<file path="src/rtl/vending_machine_n.sv">
`default_nettype none
// ============================================================================
// Module   : vending_machine_n
// Purpose  : N-item vending controller: coin credit, stock tracking, change.
// Revision : 1.0
// ============================================================================
module vending_machine_n #(
    parameter int                  N_ITEM     = 4,
    parameter int                  CREDIT_W   = 8,
    parameter int                  CREDIT_MAX = 99,
    parameter logic [N_ITEM*8-1:0] PRICES     = {8'd12, 8'd8, 8'd5, 8'd3},
    parameter int                  STOCK_W    = 4,
    parameter int                  STOCK_INIT = 3,
    parameter int                  DISP_CYC   = 4
) (
    input  logic                clk,
    input  logic                rst_n,
    input  logic                i_coin_valid,
    input  logic [3:0]          i_coin_units,
    input  logic [N_ITEM-1:0]   i_sel,
    input  logic                i_cancel,
    input  logic                i_refill,
    output logic [CREDIT_W-1:0] o_credit,
    output logic [N_ITEM-1:0]   o_led,
    output logic [N_ITEM-1:0]   o_soldout,
    output logic [N_ITEM-1:0]   o_vend,
    output logic                o_change,
    output logic                o_coin_reject,
    output logic                o_busy
);

    localparam int                c_cmp_w      = (CREDIT_W > 8) ? CREDIT_W : 8;
    localparam int                c_cnt_w      = (DISP_CYC > 1) ? $clog2(DISP_CYC) : 1;
    localparam logic [CREDIT_W:0] c_credit_max = (CREDIT_W + 1)'(CREDIT_MAX);
    localparam logic [c_cnt_w-1:0] c_disp_load = c_cnt_w'(DISP_CYC - 1);
    localparam logic [STOCK_W-1:0] c_stock_init = STOCK_W'(STOCK_INIT);

    typedef enum logic [1:0] {
        S_IDLE   = 2'd0,
        S_VEND   = 2'd1,
        S_CHANGE = 2'd2
    } state_t;

    state_t                state_q, state_d;
    logic [CREDIT_W-1:0]   credit_q, credit_d;
    logic [STOCK_W-1:0]    stock_q [N_ITEM];
    logic [STOCK_W-1:0]    stock_d [N_ITEM];
    logic [c_cnt_w-1:0]    cnt_q, cnt_d;
    logic [N_ITEM-1:0]     vend_sel_q, vend_sel_d;
    logic                  reject_q, reject_d;

    logic [CREDIT_W:0]     w_sum;
    logic                  w_coin_ok;
    logic [c_cmp_w-1:0]    w_credit_ext;
    logic [N_ITEM-1:0]     w_win;
    logic                  w_found;
    logic [7:0]            w_price;
    logic                  w_stock_ok;
    logic                  w_sel_ok;

    // Extra carry bit keeps an oversize coin from wrapping past the ceiling.
    assign w_sum        = {1'b0, credit_q} + (CREDIT_W + 1)'(i_coin_units);
    assign w_coin_ok    = (i_coin_units != 4'd0) && (w_sum <= c_credit_max);
    assign w_credit_ext = c_cmp_w'(credit_q);

    always_comb begin
        w_win      = '0;
        w_found    = 1'b0;
        w_price    = '0;
        w_stock_ok = 1'b0;
        for (int k = 0; k < N_ITEM; k++) begin
            if (i_sel[k] && !w_found) begin
                w_found    = 1'b1;
                w_win[k]   = 1'b1;
                w_price    = PRICES[8*k +: 8];
                w_stock_ok = (stock_q[k] != '0);
            end
        end
    end

    assign w_sel_ok = w_found && w_stock_ok && (w_credit_ext >= c_cmp_w'(w_price));

    always_comb begin
        state_d    = state_q;
        credit_d   = credit_q;
        stock_d    = stock_q;
        cnt_d      = cnt_q;
        vend_sel_d = vend_sel_q;
        reject_d   = 1'b0;
        case (state_q)
            S_IDLE: begin
                if (i_refill) begin
                    for (int k = 0; k < N_ITEM; k++) begin
                        stock_d[k] = c_stock_init;
                    end
                end
                if (i_cancel && (credit_q != '0)) begin
                    state_d  = S_CHANGE;
                    reject_d = i_coin_valid;
                end else if (w_sel_ok) begin
                    credit_d   = credit_q - CREDIT_W'(w_price);
                    vend_sel_d = w_win;
                    cnt_d      = c_disp_load;
                    state_d    = S_VEND;
                    reject_d   = i_coin_valid;
                    for (int k = 0; k < N_ITEM; k++) begin
                        if (w_win[k]) begin
                            stock_d[k] = stock_q[k] - STOCK_W'(1);
                        end
                    end
                end else if (i_coin_valid) begin
                    if (w_coin_ok) begin
                        credit_d = w_sum[CREDIT_W-1:0];
                    end else begin
                        reject_d = 1'b1;
                    end
                end
            end
            S_VEND: begin
                reject_d = i_coin_valid;
                if (cnt_q == '0) begin
                    state_d = (credit_q != '0) ? S_CHANGE : S_IDLE;
                end else begin
                    cnt_d = cnt_q - c_cnt_w'(1);
                end
            end
            S_CHANGE: begin
                reject_d = i_coin_valid;
                credit_d = credit_q - CREDIT_W'(1);
                if (credit_q == CREDIT_W'(1)) begin
                    state_d = S_IDLE;
                end
            end
            default: begin
                state_d = S_IDLE;
            end
        endcase
    end

    always_ff @(posedge clk or negedge rst_n) begin
        if (!rst_n) begin
            state_q    <= S_IDLE;
            credit_q   <= '0;
            cnt_q      <= '0;
            vend_sel_q <= '0;
            reject_q   <= 1'b0;
            for (int k = 0; k < N_ITEM; k++) begin
                stock_q[k] <= c_stock_init;
            end
        end else begin
            state_q    <= state_d;
            credit_q   <= credit_d;
            cnt_q      <= cnt_d;
            vend_sel_q <= vend_sel_d;
            reject_q   <= reject_d;
            for (int k = 0; k < N_ITEM; k++) begin
                stock_q[k] <= stock_d[k];
            end
        end
    end

    generate
        for (genvar k = 0; k < N_ITEM; k++) begin : g_item
            assign o_soldout[k] = (stock_q[k] == '0);
            assign o_led[k]     = (state_q == S_IDLE) && (stock_q[k] != '0) &&
                                  (w_credit_ext >= c_cmp_w'(PRICES[8*k +: 8]));
        end
    endgenerate

    assign o_credit      = credit_q;
    assign o_vend        = (state_q == S_VEND) ? vend_sel_q : '0;
    assign o_change      = (state_q == S_CHANGE);
    assign o_coin_reject = reject_q;
    assign o_busy        = (state_q != S_IDLE);

endmodule
`default_nettype wire

</file>
<file path="config.mk">
export PLATFORM = sky130hd
export DESIGN_NAME = vending_machine_n
export DESIGN_NICKNAME = d
export VERILOG_FILES = /design/src/rtl/vending_machine_n.sv
export SDC_FILE = /design/constraint.sdc
export NUM_CORES = 1
export LEC_CHECK = 0
export CORE_UTILIZATION = 57
export CTS_BUF_LIST = sky130_fd_sc_hd__clkbuf_4 sky130_fd_sc_hd__clkbuf_8
export DETAILED_ROUTE_END_ITERATION = 8
export PLACE_DENSITY = 0.81
export SYNTH_ARGS = -nofsm -noshare
export SYNTH_HDL_FRONTEND = slang
export SYNTH_SLANG_ARGS = --single-unit
</file>
<file path="constraint.sdc">
create_clock -name clk -period 3.5 [get_ports clk]
set_input_delay 0.525 -clock clk [delete_from_list [all_inputs] [get_ports clk]]
set_output_delay 0.525 -clock clk [all_outputs]
set_load 0.005 [all_outputs]
</file>
==> results.yml <==
min_path:
  hold_path_class: "register to register"
  holdCritStartpoint: "vend_sel_q[2]"
setup_path:
  worstPathMaxFanout: 8
  cpMostUsedCell: "nor2_1"
  arrival_ns: 3.46
  critical_path_class: "input pin to register"
  critPathMaxStageDelay_ns: 0.49
  slowest_stage: "clkdlybuf4s50_1"
  path_cells: "clkdlybuf4s50_1, nor2_1, inv_1, nor3b_1, nor2_1, ha_1, buf_4, nand4_1, nand2_1, o32a_1, or4_1, o41ai_2, nand2b_1, xnor2_1"
  crit_path_end_kind: "register"
  worstSetupStartpointType: "input pin"
  reg2reg_from: "o_credit[0]"
  crit_start: "i_sel[1]"
  cp_data_required_time_ns: 3.67
final_layout:
  finish.utilization: 0.7335
  final_nets: 382
  drive_gt1_frac: 0.1614
  mostFrequentLayoutCells: "clkdlybuf4s50_1, dfrtp_1, nor2_1, inv_1"
  final_common_cell: "clkdlybuf4s50_1"
  fill_cells: 350
  final_area_sq_um: 3282
  antenna_cells: 0
  area_growth_pct: 20.99
clock_network:
  cts_tree: "yes"
  numCtsBuffers: 5
  cts-resized-gates: 0
  clk_pin_slew_ns: 0.07
  clk_latency_ns: 0.29
  htreeDepth: 2
  cts_hold_buf: 0
  postCtsSetupBuffers: 0
  clock_path_buffers: 2
  cts_root_buffer: "clkbuf_8"
  cts_sinks: 33
synth:
  synth-edff-count: 0
  ys.flop_type: "dfrtp_1"
  ys_types: 67
  async_reset_ff_frac: 1.000
  ys_ff_latch: 33
  synth_area_leaders: "dfrtp_1, ha_1, dfstp_2"
  ys_seq_area_frac: 0.3081
  avgSynthCellArea_sq_um: 9.012
  syn_inst: 301
  synth_nets: 337
  syn_area_sq_um: 2713
  synth_top_cell_by_area: "dfrtp_1"
  yosys.area.top_type_share: 0.2306
  synth_warnings: 0
route:
  vias: 2509
  vias_per_cell: 6.288
  dr.pass1.iters: 6
  wirelength_microns: 6742
  drtAntennaViolNets: 0
  drt_iter0_markers: 186
  drc: 3
  wl_per_cell_microns: 16.90
timing:
  slew_viol_final: 0
  setup_viol: 0
  worst_pin_slew_ns: 0.4745
  period_share: 0.9390
  fmax_mhz: 304.3
  fin_crit_ns: 3.286
  rsz0062_at_grt: "no"
  slew_headroom: 0.6830
  hold_viol_final: 0
  finalClockSkew_ns: 0.005390
global_route:
  grt_max_degree: 34
  grt.total_usage: 0.2927
  antenna_found_initial: 0
  grt_pass1_wl_microns: 11510
  first_global_vias: 2421
  overflow: 0
floorplanning:
  fp-row-count: 24
  initial_utilization: 0.6063
  dieArea_sq_um: 5039
  die_width_microns: 70.99
  core_area_sq_um: 4474
  io_pins: 36
  die_h_microns: 70.99
placed_design:
  portBuffers: 35
  place_hpwl_microns: 5093
  place.gp.congestion: 0.9685
  placed_area_sq_um: 3162
flow_run:
  maxCapViolCount: 0
pwr:
  p_leak_nw: 1.500
  p_per_area_nw_per_um2: 804.7
  total_power_mw: 2.641
  irDropWorstVdd_uv: 461.8
outcome:
  outcome: "finished with violations"
  failed_checks: "DRC"
==> cells in the mapped netlist, drive strengths merged (6+ instances only) <==
cell type	count
nor3	16
a21o	6
buf	7
nor3b	6
a211oi	6
dfrtp	25
dfstp	8
nor2	29
a21oi	24
mux2i	7
o21ai	18
inv	24
ha	21
nand2	22
==> through the flow <==
stage | instances | hold WS [ns] | TNS [ns] | setup WS, ns
6_report | 399 | 0.4808 | 0 | 0.2135
5_1_grt | 399 | 0.5062 | 0 | 0.02809
4_1_cts | 399 | 0.4831 | 0 | 0.2207
3_5_place_dp | 391 | 0.4730 | -0.06115 | -0.06115
3_3_place_gp | 391 | 0.4531 | 0 | 0.06405
2_1_floorplan | 301 | 0.2294 | 0 | 0.4875
==> cells by family after synthesis <==
logic type                 Yosys count  share of synthesized area
and+or+nand+nor                    105                     0.2242
AOI/OAI and AO/OA                   90                     0.2422
muxes                                9                    0.03413
buffers and inverters               33                    0.05396
adders and majority gates           23                     0.1116
xor gates and xnor gates             8                    0.02583
DFF                                 33                     0.3081
==> path summary, 6_finish.rpt <==
check	to	slack (ns)	cells past startpoint
min	vend_sel_q[2]	0.48	2
max in group asynchronous	stock_q[1]	2.51	2
max	o_credit[7]	0.21	14
max reg2reg	o_credit[4]	0.66	11
min in group asynchronous	o_coin_reject	0.64	2
min reg2reg	vend_sel_q[2]	0.48	2
==> report_power, final <==
part	internal (mW)	leakage, nW	total, mW	switching (mW)
logic	0.726	1.04	1.57	0.844
clock network	0.240	0.0619	0.388	0.148
registers	0.516	0.402	0.683	0.167
total	1.48	1.50	2.64	1.16
==> worst max-delay path: cells and delay by family <==
family,cells,cell delay [ns]
AOI/OAI and AO/OA,2,0.49
xor gates and xnor gates,1,0.13
adders and majority gates,1,0.29
buffers and inverters,3,0.72
and+or+nand+nor,7,1.31
==> layout make-up <==
type / count / area, sq um / area share
repair buffers: 47 / 440.4 / 0.1342
inverters: 24 / 90.09 / 0.02745
clock buffers: 7 / 90.09 / 0.02745
flip-flops and latches: 33 / 835.8 / 0.2547
well taps: 52 / 65.06 / 0.01982
multi-input cells: 235 / 1730 / 0.5273
clock inverters: 1 / 30.03 / 0.009150
==> metal layers <==
layer | global-route usage | wire (microns) | vias up | part of all wire
li1 | - | - | 1194 | -
met1 | 0.4096 | 3105 | 1213 | 0.46
met2 | 0.4690 | 3142 | 92 | 0.47
met3 | 0.04843 | 391 | 10 | 0.058
met4 | 0.08444 | 103 | 0 | 0.015
met5 | 0 | 0 | - | 0
==> registers in the layout, indices dropped and copies added (netlist names) <==
signal         count
cnt_q              2
o_coin_reject      1
o_credit           8
state_q            2
stock_q           16
vend_sel_q         4
Power figures use the tool's default switching activity.
